===== src/rtl/mem_pkg.sv =====
// Shared definitions for the data-RAM access path.
// Used by the read-out engine, the RAM port mux and the loader, so that all
// of them agree on bus widths and on how the read-out state is encoded.
package mem_pkg;

   // Default RAM geometry: 64K entries of one byte each.
   localparam int ADDR_WIDTH_DEF = 16;
   localparam int DWIDTH_DEF     = 8;

   // Read-out engine state encoding. The port mux decodes these values
   // directly, so the numbering must not change.
   typedef enum logic [2:0] {
      RO_IDLE = 3'd0,
      RO_READ = 3'd1,
      RO_WAIT = 3'd2,
      RO_SEND = 3'd3,
      RO_FIN  = 3'd4
   } readout_state_t;

endpackage


===== src/rtl/dmem_readout.sv =====
// Purpose: on start, streams RAM[base_addr .. base_addr+len-1] out as bytes.
// Latency: first byte valid 3 cycles after start; 3 cycles per byte when unstalled.
// Backpressure: holds tx_data/tx_valid stable in SEND until tx_ready; no loss.
//
// Ports:
//   clk, rst_n            clock, synchronous active-low reset
//   start                 one-cycle request, only honoured while idle
//   base_addr, len        first address and byte count, captured on start
//   mem_addr, mem_we      RAM address (always the current address), write enable (0)
//   mem_dout              RAM read data, one cycle after mem_addr is sampled
//   tx_data, tx_valid     byte stream towards the UART transmitter
//   tx_ready              consumer accept
//   busy                  high whenever the engine is not idle
//   finished              one-cycle pulse after the last byte is accepted
module dmem_readout
   import mem_pkg::*;
#(
   parameter int ADDR_WIDTH = ADDR_WIDTH_DEF,
   parameter int DWIDTH     = DWIDTH_DEF
) (
   input  logic                  clk,
   input  logic                  rst_n,
   input  logic                  start,
   input  logic [ADDR_WIDTH-1:0] base_addr,
   input  logic [ADDR_WIDTH-1:0] len,
   output logic [ADDR_WIDTH-1:0] mem_addr,
   output logic                  mem_we,
   input  logic [DWIDTH-1:0]     mem_dout,
   output logic [DWIDTH-1:0]     tx_data,
   output logic                  tx_valid,
   input  logic                  tx_ready,
   output logic                  busy,
   output logic                  finished
);

   readout_state_t        state, state_nxt;
   logic [ADDR_WIDTH-1:0] cur_addr, cur_addr_nxt;
   logic [ADDR_WIDTH-1:0] remaining, remaining_nxt;
   logic [DWIDTH-1:0]     tx_data_q, tx_data_nxt;
   logic                  tx_valid_q, tx_valid_nxt;
   logic                  handshake;

   assign handshake = tx_valid_q & tx_ready;

   // ------------------------------------------------------------------
   // State and datapath registers
   // ------------------------------------------------------------------
   always_ff @(posedge clk) begin
      if (!rst_n) begin
         state      <= RO_IDLE;
         cur_addr   <= '0;
         remaining  <= '0;
         tx_data_q  <= '0;
         tx_valid_q <= 1'b0;
      end else begin
         state      <= state_nxt;
         cur_addr   <= cur_addr_nxt;
         remaining  <= remaining_nxt;
         tx_data_q  <= tx_data_nxt;
         tx_valid_q <= tx_valid_nxt;
      end
   end

   // ------------------------------------------------------------------
   // Next-state and datapath update
   // ------------------------------------------------------------------
   always_comb begin
      state_nxt     = state;
      cur_addr_nxt  = cur_addr;
      remaining_nxt = remaining;
      tx_data_nxt   = tx_data_q;
      tx_valid_nxt  = tx_valid_q;

      case (state)
         RO_IDLE: begin
            if (start) begin
               if (len == '0) begin
                  // Empty transfer: report completion without touching RAM.
                  state_nxt = RO_FIN;
               end else begin
                  cur_addr_nxt  = base_addr;
                  remaining_nxt = len;
                  state_nxt     = RO_READ;
               end
            end
         end

         // RAM samples mem_addr at the end of this cycle.
         RO_READ: state_nxt = RO_WAIT;

         // mem_dout is valid now; capture it so the byte stays stable in SEND
         // regardless of what the RAM port does afterwards.
         RO_WAIT: begin
            tx_data_nxt  = mem_dout;
            tx_valid_nxt = 1'b1;
            state_nxt    = RO_SEND;
         end

         RO_SEND: begin
            if (handshake) begin
               tx_valid_nxt = 1'b0;
               if (remaining == ADDR_WIDTH'(1)) begin
                  state_nxt = RO_FIN;
               end else begin
                  remaining_nxt = remaining - 1'b1;
                  // Natural modulo wrap at the top of the address space.
                  cur_addr_nxt  = cur_addr + 1'b1;
                  state_nxt     = RO_READ;
               end
            end
         end

         RO_FIN: state_nxt = RO_IDLE;

         default: begin
            state_nxt    = RO_IDLE;
            tx_valid_nxt = 1'b0;
         end
      endcase
   end

   // ------------------------------------------------------------------
   // Outputs
   // ------------------------------------------------------------------
   assign mem_addr = cur_addr;
   assign mem_we   = 1'b0;
   assign tx_data  = tx_data_q;
   assign tx_valid = tx_valid_q;
   assign busy     = (state != RO_IDLE);
   assign finished = (state == RO_FIN);

endmodule


===== config.mk =====
export PLATFORM = sky130hd
export DESIGN_NAME = dmem_readout
export DESIGN_NICKNAME = d
export VERILOG_FILES = /design/src/rtl/mem_pkg.sv /design/src/rtl/dmem_readout.sv
export SDC_FILE = /design/constraint.sdc
export NUM_CORES = 1
export LEC_CHECK = 0
export BUFFER_PORTS_ARGS = -buffer_cell sky130_fd_sc_hd__buf_4
export CAP_MARGIN = 0
export CELL_PAD_IN_SITES_DETAIL_PLACEMENT = 1
export CELL_PAD_IN_SITES_GLOBAL_PLACEMENT = 1
export CORE_MARGIN = 2
export CORE_UTILIZATION = 30
export CTS_CLUSTER_DIAMETER = 50
export DETAILED_ROUTE_END_ITERATION = 16
export GPL_TIMING_DRIVEN = 0
export PLACE_DENSITY = 0.66
export SYNTH_ARGS = -nofsm -noshare
export SYNTH_HDL_FRONTEND = slang
export SYNTH_SLANG_ARGS = --single-unit
export TNS_END_PERCENT = 50

===== constraint.sdc =====
create_clock -name clk -period 5.85 [get_ports clk]
set_input_delay 0.2925 -clock clk [delete_from_list [all_inputs] [get_ports clk]]
set_output_delay 0.2925 -clock clk [all_outputs]
set_load 0.1 [all_outputs]

After elaboration in Yosys (flattened, before gate mapping)
Cells that the tools add are included.
{"block": "totals", "regBits": 44, "inputBits": 44}
{"block": "op_classes", "add_sub_neg": 2, "eq_ne": 9, "n_mux": 17, "bitwise": 2, "n_reduce_logical": 8}
{"op": "$mux W16", "count": 8}
{"op": "$pmux W16 S2", "count": 2}
{"op": "$add A16 B1 Y16 const B", "count": 1}
{"op": "$eq A16 B1 Y1 const B", "count": 1}
{"op": "$logic_not A16 Y1", "count": 1}
{"op": "$sub A16 B1 Y16 const B", "count": 1}
{"op": "$mux W3", "count": 4}
{"op": "$pmux W3 S4", "count": 1}
{"op": "$ne A2 B2 Y1 const B", "count": 4}
{"op": "$eq A3 B2 Y1 const B", "count": 2}
{"op": "$reduce_and A5 Y1", "count": 1}
{"op": "$reduce_and A2 Y1", "count": 2}
{"op": "$eq A3 B1 Y1 const B", "count": 1}
{"op": "$eq A3 B3 Y1 const B", "count": 1}
{"op": "$logic_not A3 Y1", "count": 1}
{"op": "$pmux W1 S3", "count": 1}
{"op": "$reduce_bool A3 Y1", "count": 1}
{"op": "$reduce_or A3 Y1", "count": 1}
{"op": "$reduce_bool A2 Y1", "count": 1}
{"op": "$and A1 B1 Y1", "count": 1}
{"op": "$mux W1", "count": 1}
{"op": "$not A1 Y1", "count": 1}

Longest topological paths before layout
Gate-level depths: netlist of the first run.
{"block": "logic_depth", "ltp_word": 4, "depth_mapped": 7, "depth_no_buf": 7}

Least setup slack after synthesis of the first run
Ideal clock, no wire load.
{"block": "synth_path", "kind": "flip-flop to output port", "from": "register state[1]", "to": "output finished", "arrival_ns": 2.647, "path_slack_ns": 2.911, "path_stages_with_launch": 4, "n_path_buf": 2, "cell_sequence": "dfxtp_1 -> buf_6 -> buf_2 -> nor3_1"}
{"block": "synth_via", "elab_chain_cells": 1}
{"element": "start, declared", "line_no": "dmem_readout.sv:36", "rtl": "readout_state_t state, state_nxt;"}
{"element": "start signal, assigned", "line_no": "dmem_readout.sv:56", "rtl": "state <= state_nxt;"}
{"element": "$eq A3 B3 Y1", "line_no": "dmem_readout.sv:130", "rtl": "assign finished = (state == RO_FIN);"}
{"element": "end, declared", "line_no": "dmem_readout.sv:33", "rtl": "output logic finished"}
Every way passes these cells.

Worst setup path after layout of the first run
{"block": "layout_path", "from": "input len[6]", "to": "register remaining[0]"}
{"block": "layout_via", "elab_chain_cells": 3}
{"element": "start, declared", "line_no": "dmem_readout.sv:25", "rtl": "input logic [ADDR_WIDTH-1:0] len,"}
{"element": "$logic_not A16 Y1", "line_no": "dmem_readout.sv:77", "rtl": "if (len == '0) begin"}
{"element": "$ne A2 B2 Y1 (no source line)"}
{"element": "$reduce_and A5 Y1 (no source line)"}
{"element": "end signal, assigned", "line_no": "dmem_readout.sv:58", "rtl": "remaining <= remaining_nxt;"}
{"element": "end, declared", "line_no": "dmem_readout.sv:38", "rtl": "logic [ADDR_WIDTH-1:0] remaining, remaining_nxt;"}
Every way passes these cells.
A chain may end at the register's enable or synchronous reset.

==> summary.txt, run 1 <==
Synthesis
  – Yosys warning count: 0
  – Seq/Total Area, Yosys: 32.1%
  – Cell taking the most area after synthesis: dfxtp_1
  – Post-Syn Nets: 392
  – Most used DFF post-synth: dfxtp_1
  – Cells after synthesis: 345
  – Main area contributors after synthesis: dfxtp_1 (32%), o31ai_1 (6.3%), a21oi_1 (5.7%)
  – Cell Area, Synth: 0.00275 mm2
  – Most frequent cells after synthesis: dfxtp_1 (44), a21oi_1 (31), nand2_1 (31)
  – EDFF count, synth: 0
  – Syn_area_per_cell: 7.96 um2
  – Top-count cell post-synth: dfxtp_1
  – #FFs+latches synth: 44
  – Unique masters post-synth: 58
  – Synth top area share: 32.1%
  – Ys async rst share: 0%

Placement
  – RePlAce Congestion: 0.830
  – I/O Buffers: 70
  – Post-place setup slack: 3230 ps
  – Placed cell area: 0.00341 mm2
  – HPWL Detailed: 8.14 mm

Hold path
  – Hold Path Class: in -> reg

Power
  – PwrDens: 348 mW/mm2
  – Internal Power: 655 uW
  – Net Switching: 575 uW
  – Lkg Pwr: 1.37 nW
  – Worst VDD drop: 0.000141 V
  – Sw frac: 46.8%
  – Overall power: 1.23 mW
  – Comb pwr share: 46.4%
  – Clock power share: 22.0%
  – Sequential power share: 31.6%

Routing
  – DR iter-0 viols: 221
  – Vias per cell: 5.98
  – Remaining antenna violation count: 0
  – Drt wl/cell: 21.3 um
  – Via count: 3173
  – Final wirelength: 11.3 mm
  – Post-route DRC: 0
  – First drt pass iteration count: 4

GRT
  – First-pass GRT wire length: 17.6 mm
  – Initial antenna violation count: 0
  – Total congestion overflow: 0
  – Gr usage total: 22.6%
  – Vias in the first global route: 3204
  – Largest net degree at the start of global routing: 14

CTS
  – Clock latency on the worst-skew pair: 310 ps
  – CTS Hold Bufs: 0
  – CTS tree: done
  – Clock Root Buffer: clkbuf_8
  – Max Buffers Root-to-Sink: 2
  – CTS H-Tree Depth: 2
  – Clock sinks: 44
  – Worst-path clk slew: 90 ps
  – Total CTS buffers: 5
  – # resized after CTS: 0
  – Post-CTS Setup Inserts: 0

STA
  – RSZ-0062 raised after global routing: no
  – Final Cycle Share: 39.8%
  – Finish-stage setup viols: 0
  – Slew margin rel.: 54.5%
  – Clock skew: 5.36 ps
  – Fin. max-slew vios: 0
  – Highest clock rate: 0.430 GHz
  – Final min period: 2330 ps
  – Setup ws final: 3520 ps
  – Slew @ Worst Pin: 676 ps
  – Setup TNS: 0 ps
  – Final count of hold timing violations: 0

Critical path
  – Crit path max fanout: 10
  – Worst setup path category: in -> reg
  – Crit start category: input pin
  – WP data arrival: 2540 ps
  – Worst setup EP type: flop
  – Worst path required time: 6060 ps

Die
  – Overall die width: 99.7 um
  – Die height: 99.7 um
  – # rows: 34
  – DIE AREA: 0.00993 mm2
  – Initial Util: 31.2%
  – Core ar.: 0.00881 mm2
  – IO Count: 72

Cells and area
  – Fill cell count: 1091
  – Syn-to-layout area delta: 28.7%
  – Post-route cell area: 0.00353 mm2
  – Sequential cell area: 881 um2
  – Final Util: 40.1%
  – Share of cells above drive strength 1: 24.6%
  – Area occupied by multi-input gates: 0.00167 mm2
  – Antenna cells: 0
  – Nets: 469

Status
  – Status: completed

Job
  – Max-cap violations: 0
-- worst max-delay path, cell delays in order --
cell and delay (ps):
buf_4 110, nor4_1 540, nand4_1 400, o31ai_4 670
nor2_2 190, a221oi_1 330
-- worst paths after layout --
kind / start / to / slack [ps] / cells after the start
worst max-delay path: len[6] / remaining[0] / 3520 / 6
worst min-delay path: mem_dout[0] / tx_data[0] / 220 / 3
worst max register to register: state[2] / mem_addr[9] / 3600 / 5
worst min register to register: tx_data[5] / tx_data[5] / 500 / 2
-- flip-flops by register name, indices dropped and copies added, names as in the netlist --
name,cells
mem_addr,16
remaining,16
state,3
tx_data,8
tx_valid,1
-- through the flow --
stage          cells  hold slack [ps]
6_report         531              219
5_1_grt          531              228
4_1_cts          531              210
3_5_place_dp     523              488
3_3_place_gp     523              477
2_1_floorplan    345              440
-- kinds of logic (layout without fill, tap and decap cells) --
kind of cell	count (synthesis)	count (layout)	share of synthesized area [%]
compound gates	115	115	30.1
fa+ha+maj	3	3	1.37
buf+inv	36	114	7.02
flops	44	44	32.1
mux	8	8	2.92
other cells	1	1	0.137
simple gates	138	138	26.3
-- power groups by stage --
stage	Sequential [mW]	Combinational [mW]	Clock, mW
after global routing	0.395	0.603	0.285
after detailed placement	0.394	0.566	0
after CTS	0.387	0.567	0.275
final	0.388	0.571	0.271
after floorplan	0.536	0.259	0
after global placement	0.392	0.557	0
-- metal layers --
layer	track usage [%]	wire [um]
met1	30.0	4960
met2	38.3	5520
met3	2.81	744
met4	7.17	98
met5	0	0
-- final cells by class --
cell class,instances,area share [%]
repair buffers,70,14.9
plain buffers,28,4.61
clock buffers,7,2.73
multi-input cells,265,47.3
well taps,108,3.83
flip-flops and latches,44,24.9
inverters,8,0.850
clock inverters,1,0.850
-- layout by cell type, fill, tap and decap left out, types with 5 or more instances in the layout --
master / instances
a21oi_1: 31
a31oi_1: 5
buf_4: 74
buf_6: 5
clkbuf_1: 13
clkbuf_8: 7
dfxtp_1: 44
inv_1: 8
mux2i_1: 8
nand2_1: 31
nand3_1: 18
nand4_1: 7
nor2_1: 30
nor3_1: 12
nor3b_1: 5
nor4_1: 11
o21ai_0: 10
o311ai_1: 5
o31ai_1: 23
o32ai_1: 5
or3_1: 5
(Power assumes the default switching activity.)
==> run 2, diff against run 1 <==
clock period = 2.4 ns   (was 5.85 ns; I/O delays follow)
==> run 2 against run 1 <==
Combinational power grew 140%. Worst hold slack got worse by 160 ps. Critical path depth is the same. Utilization is essentially flat. Count of clock-buffer cells in the layout is 1 lower. Final cell count unchanged. Flip-flop and latch count unchanged. Wire length shrank 6.0%.
==> summary.txt, run 2 (same netlist as run 1, synthesis figures left out) <==
Status
  – Status: completed (unchanged)

Hold path
  – Hold Path Class: in -> reg (unchanged)
  – Min-delay src: mem_dout[1] (was mem_dout[0])
  – Hold path depth: 3 (unchanged)
  – Worst Hold End: tx_data[1] (was tx_data[0])

Routing
  – Drt wl/cell: 20.1 um (was 21.3 um)
  – Final wirelength: 10.7 mm (was 11.3 mm)
  – Via count: 3097 (was 3173)
  – Remaining antenna violation count: 0 (unchanged)
  – First drt pass iteration count: 4 (unchanged)
  – Post-route DRC: 0 (unchanged)
  – DR iter-0 viols: 143 (was 221)
  – Vias per cell: 5.83 (was 5.98)

Placement
  – HPWL Detailed: 7.71 mm (was 8.14 mm)
  – I/O Buffers: 70 (unchanged)
  – Post-place setup slack: 158 ps (was 3230 ps)
  – RePlAce Congestion: 0.794 (was 0.830)

Critical path
  – Worst setup path category: reg -> reg (was in -> reg)
  – Crit path cell chain: nor4_1, and3_1, nand4_1, nand2_4, buf_6, o31ai_1 (was buf_4, nor4_1, nand4_1, o31ai_4, nor2_2, a221oi_1)
  – Worst reg2reg setup slack: 180 ps (was 3600 ps)
  – Crit path max fanout: 10 (unchanged)
  – Crit start category: flop (was input pin)
  – Worst setup EP type: flop (unchanged)
  – CP peak stage delay: 420 ps (was 670 ps)
  – Reg2Reg Capture Point: remaining[10] (was mem_addr[9])
  – Worst r2r path cells: 6 (was 5)
  – CP max stage cell: nand4_1 (was o31ai_4)
  – Worst path required time: 2560 ps (was 6060 ps)
  – Worst R2R Start: remaining[3] (was state[2])
  – WP data arrival: 2380 ps (was 2540 ps)

Cells and area
  – Nets: 469 (unchanged)
  – Final Util: 40.1% (about the same)
  – Commonest cells after routing, fill and taps aside: buf_4 (74), dfxtp_1 (42), nand2_1 (31), a21oi_1 (31), nor2_1 (30) (was buf_4 (74), dfxtp_1 (44), nand2_1 (31), a21oi_1 (31), nor2_1 (30))
  – Fill cell count: 1105 (was 1091)
  – Commonest non-fill, non-tap cell in the layout: buf_4 (unchanged)
  – Antenna cells: 0 (unchanged)
  – Syn-to-layout area delta: 28.8% (was 28.7%)
  – Share of cells above drive strength 1: 25.3% (was 24.6%)

CTS
  – # resized after CTS: 0 (unchanged)
  – Max Buffers Root-to-Sink: 2 (unchanged)
  – Clock latency on the worst-skew pair: 300 ps (was 310 ps)
  – Clock Root Buffer: clkbuf_8 (unchanged)
  – Post-CTS Setup Inserts: 0 (unchanged)
  – CTS H-Tree Depth: 2 (unchanged)
  – CTS tree: done (unchanged)
  – Total CTS buffers: 5 (unchanged)
  – CTS Hold Bufs: 0 (unchanged)
  – Clock sinks: 44 (unchanged)
  – Worst-path clk slew: 90 ps (about the same)

GRT
  – Total congestion overflow: 0 (unchanged)
  – Largest net degree at the start of global routing: 15 (was 14)
  – Initial antenna violation count: 0 (unchanged)
  – First-pass GRT wire length: 16.9 mm (was 17.6 mm)
  – Vias in the first global route: 3116 (was 3204)
  – Gr usage total: 21.4% (was 22.6%)

Power
  – Worst VDD drop: 0.000274 V (was 0.000141 V)
  – PwrDens: 831 mW/mm2 (was 348 mW/mm2)
  – Lkg Pwr: 1.37 nW (about the same)

STA
  – Highest clock rate: 0.450 GHz
  – Finish-stage setup viols: 0 (unchanged)
  – Fin. max-slew vios: 0 (unchanged)
  – Final Cycle Share: 92.5%
  – Slew margin rel.: 54.7% (was 54.5%)
  – Final count of hold timing violations: 0 (unchanged)
  – Clock skew: 9.13 ps (was 5.36 ps)
  – Slew @ Worst Pin: 680 ps (was 676 ps)
  – Final min period: 2220 ps
  – Setup ws final: 179 ps (was 3520 ps)
  – RSZ-0062 raised after global routing: no (unchanged)

Job
  – Max-cap violations: 0 (unchanged)

Die
  – Initial Util: 31.2% (unchanged)
  – IO Count: 72 (unchanged)
  – Overall die width: 99.7 um (unchanged)
  – Die height: 99.7 um (unchanged)
  – # rows: 34 (unchanged)
  – Core ar.: 0.00881 mm2 (unchanged)
  – DIE AREA: 0.00993 mm2 (unchanged)
run 2: cell types whose count changed in the layout (fill, tap and decap cells not counted), sizes merged:
| cell | previous run | this run |
|---|---|---|
| clkbuf | 20 | 19 |
| clkinv | 0 | 1 |
run 2: worst max-delay path: cells and delay by family (launching register included):
family / cells / cell delay, ps
and+or+nand+nor: 4 / 1410
DFF: 1 / 380
AOI/OAI and AO/OA: 1 / 90
buffers and inverters: 1 / 200
run 2: area by class of cell:
class                           count  area (um2)  area share (%)
Clock buffer                        6        82.6            2.34
Buffer                             28         163            4.60
Clock inverter                      2        38.8            1.10
Tap cell                          108         135            3.82
Inverter                            8        30.0           0.850
Sequential cell                    44         883            25.0
Multi-Input combinational cell    265        1680            47.4
Timing Repair Buffer               70         526            14.9
run 2: how the worst max path moves through the flow:
stage | startpoint | endpoint | slack, ps
6_report | remaining[3] | remaining[10] | 180
5_1_grt | remaining[0] | remaining[12] | 10
4_1_cts | remaining[0] | remaining[12] | 210
3_5_place_dp | len[3] | remaining[0] | 160
3_3_place_gp | len[3] | mem_addr[5] | 180
2_1_floorplan | mem_addr[2] | mem_addr[13] | -40
run 2: routing by layer:
| metal | part of all wire, % | wire length (um) | GRT usage [%] |
|---|---|---|---|
| met5 | 0 | 0 | 0 |
| met2 | 49 | 5220 | 37.6 |
| met4 | 0.50 | 53 | 3.79 |
| met1 | 45 | 4770 | 28.6 |
| met3 | 5.7 | 609 | 2.32 |
run 2: where the power goes:
group          total, mW  switching [mW]  internal, mW  leakage (nW)
sequential         0.946           0.118         0.828         0.361
clock              0.628           0.287         0.341        0.0614
combinational       1.36           0.964         0.401         0.947
run 2: per-stage QoR:
stage                     hold slack (ps)  total power [mW]  cells  setup TNS [ps]  cell area, um2
after floorplan                       267              1.94    345           -38.0            2750
after global placement                355              2.31    523               0            3410
after detailed placement              369              2.32    523               0            3410
after CTS                            46.0              2.96    531               0            3530
after global routing                 62.8              3.10    531               0            3530
final                                56.0              2.94    531               0            3530
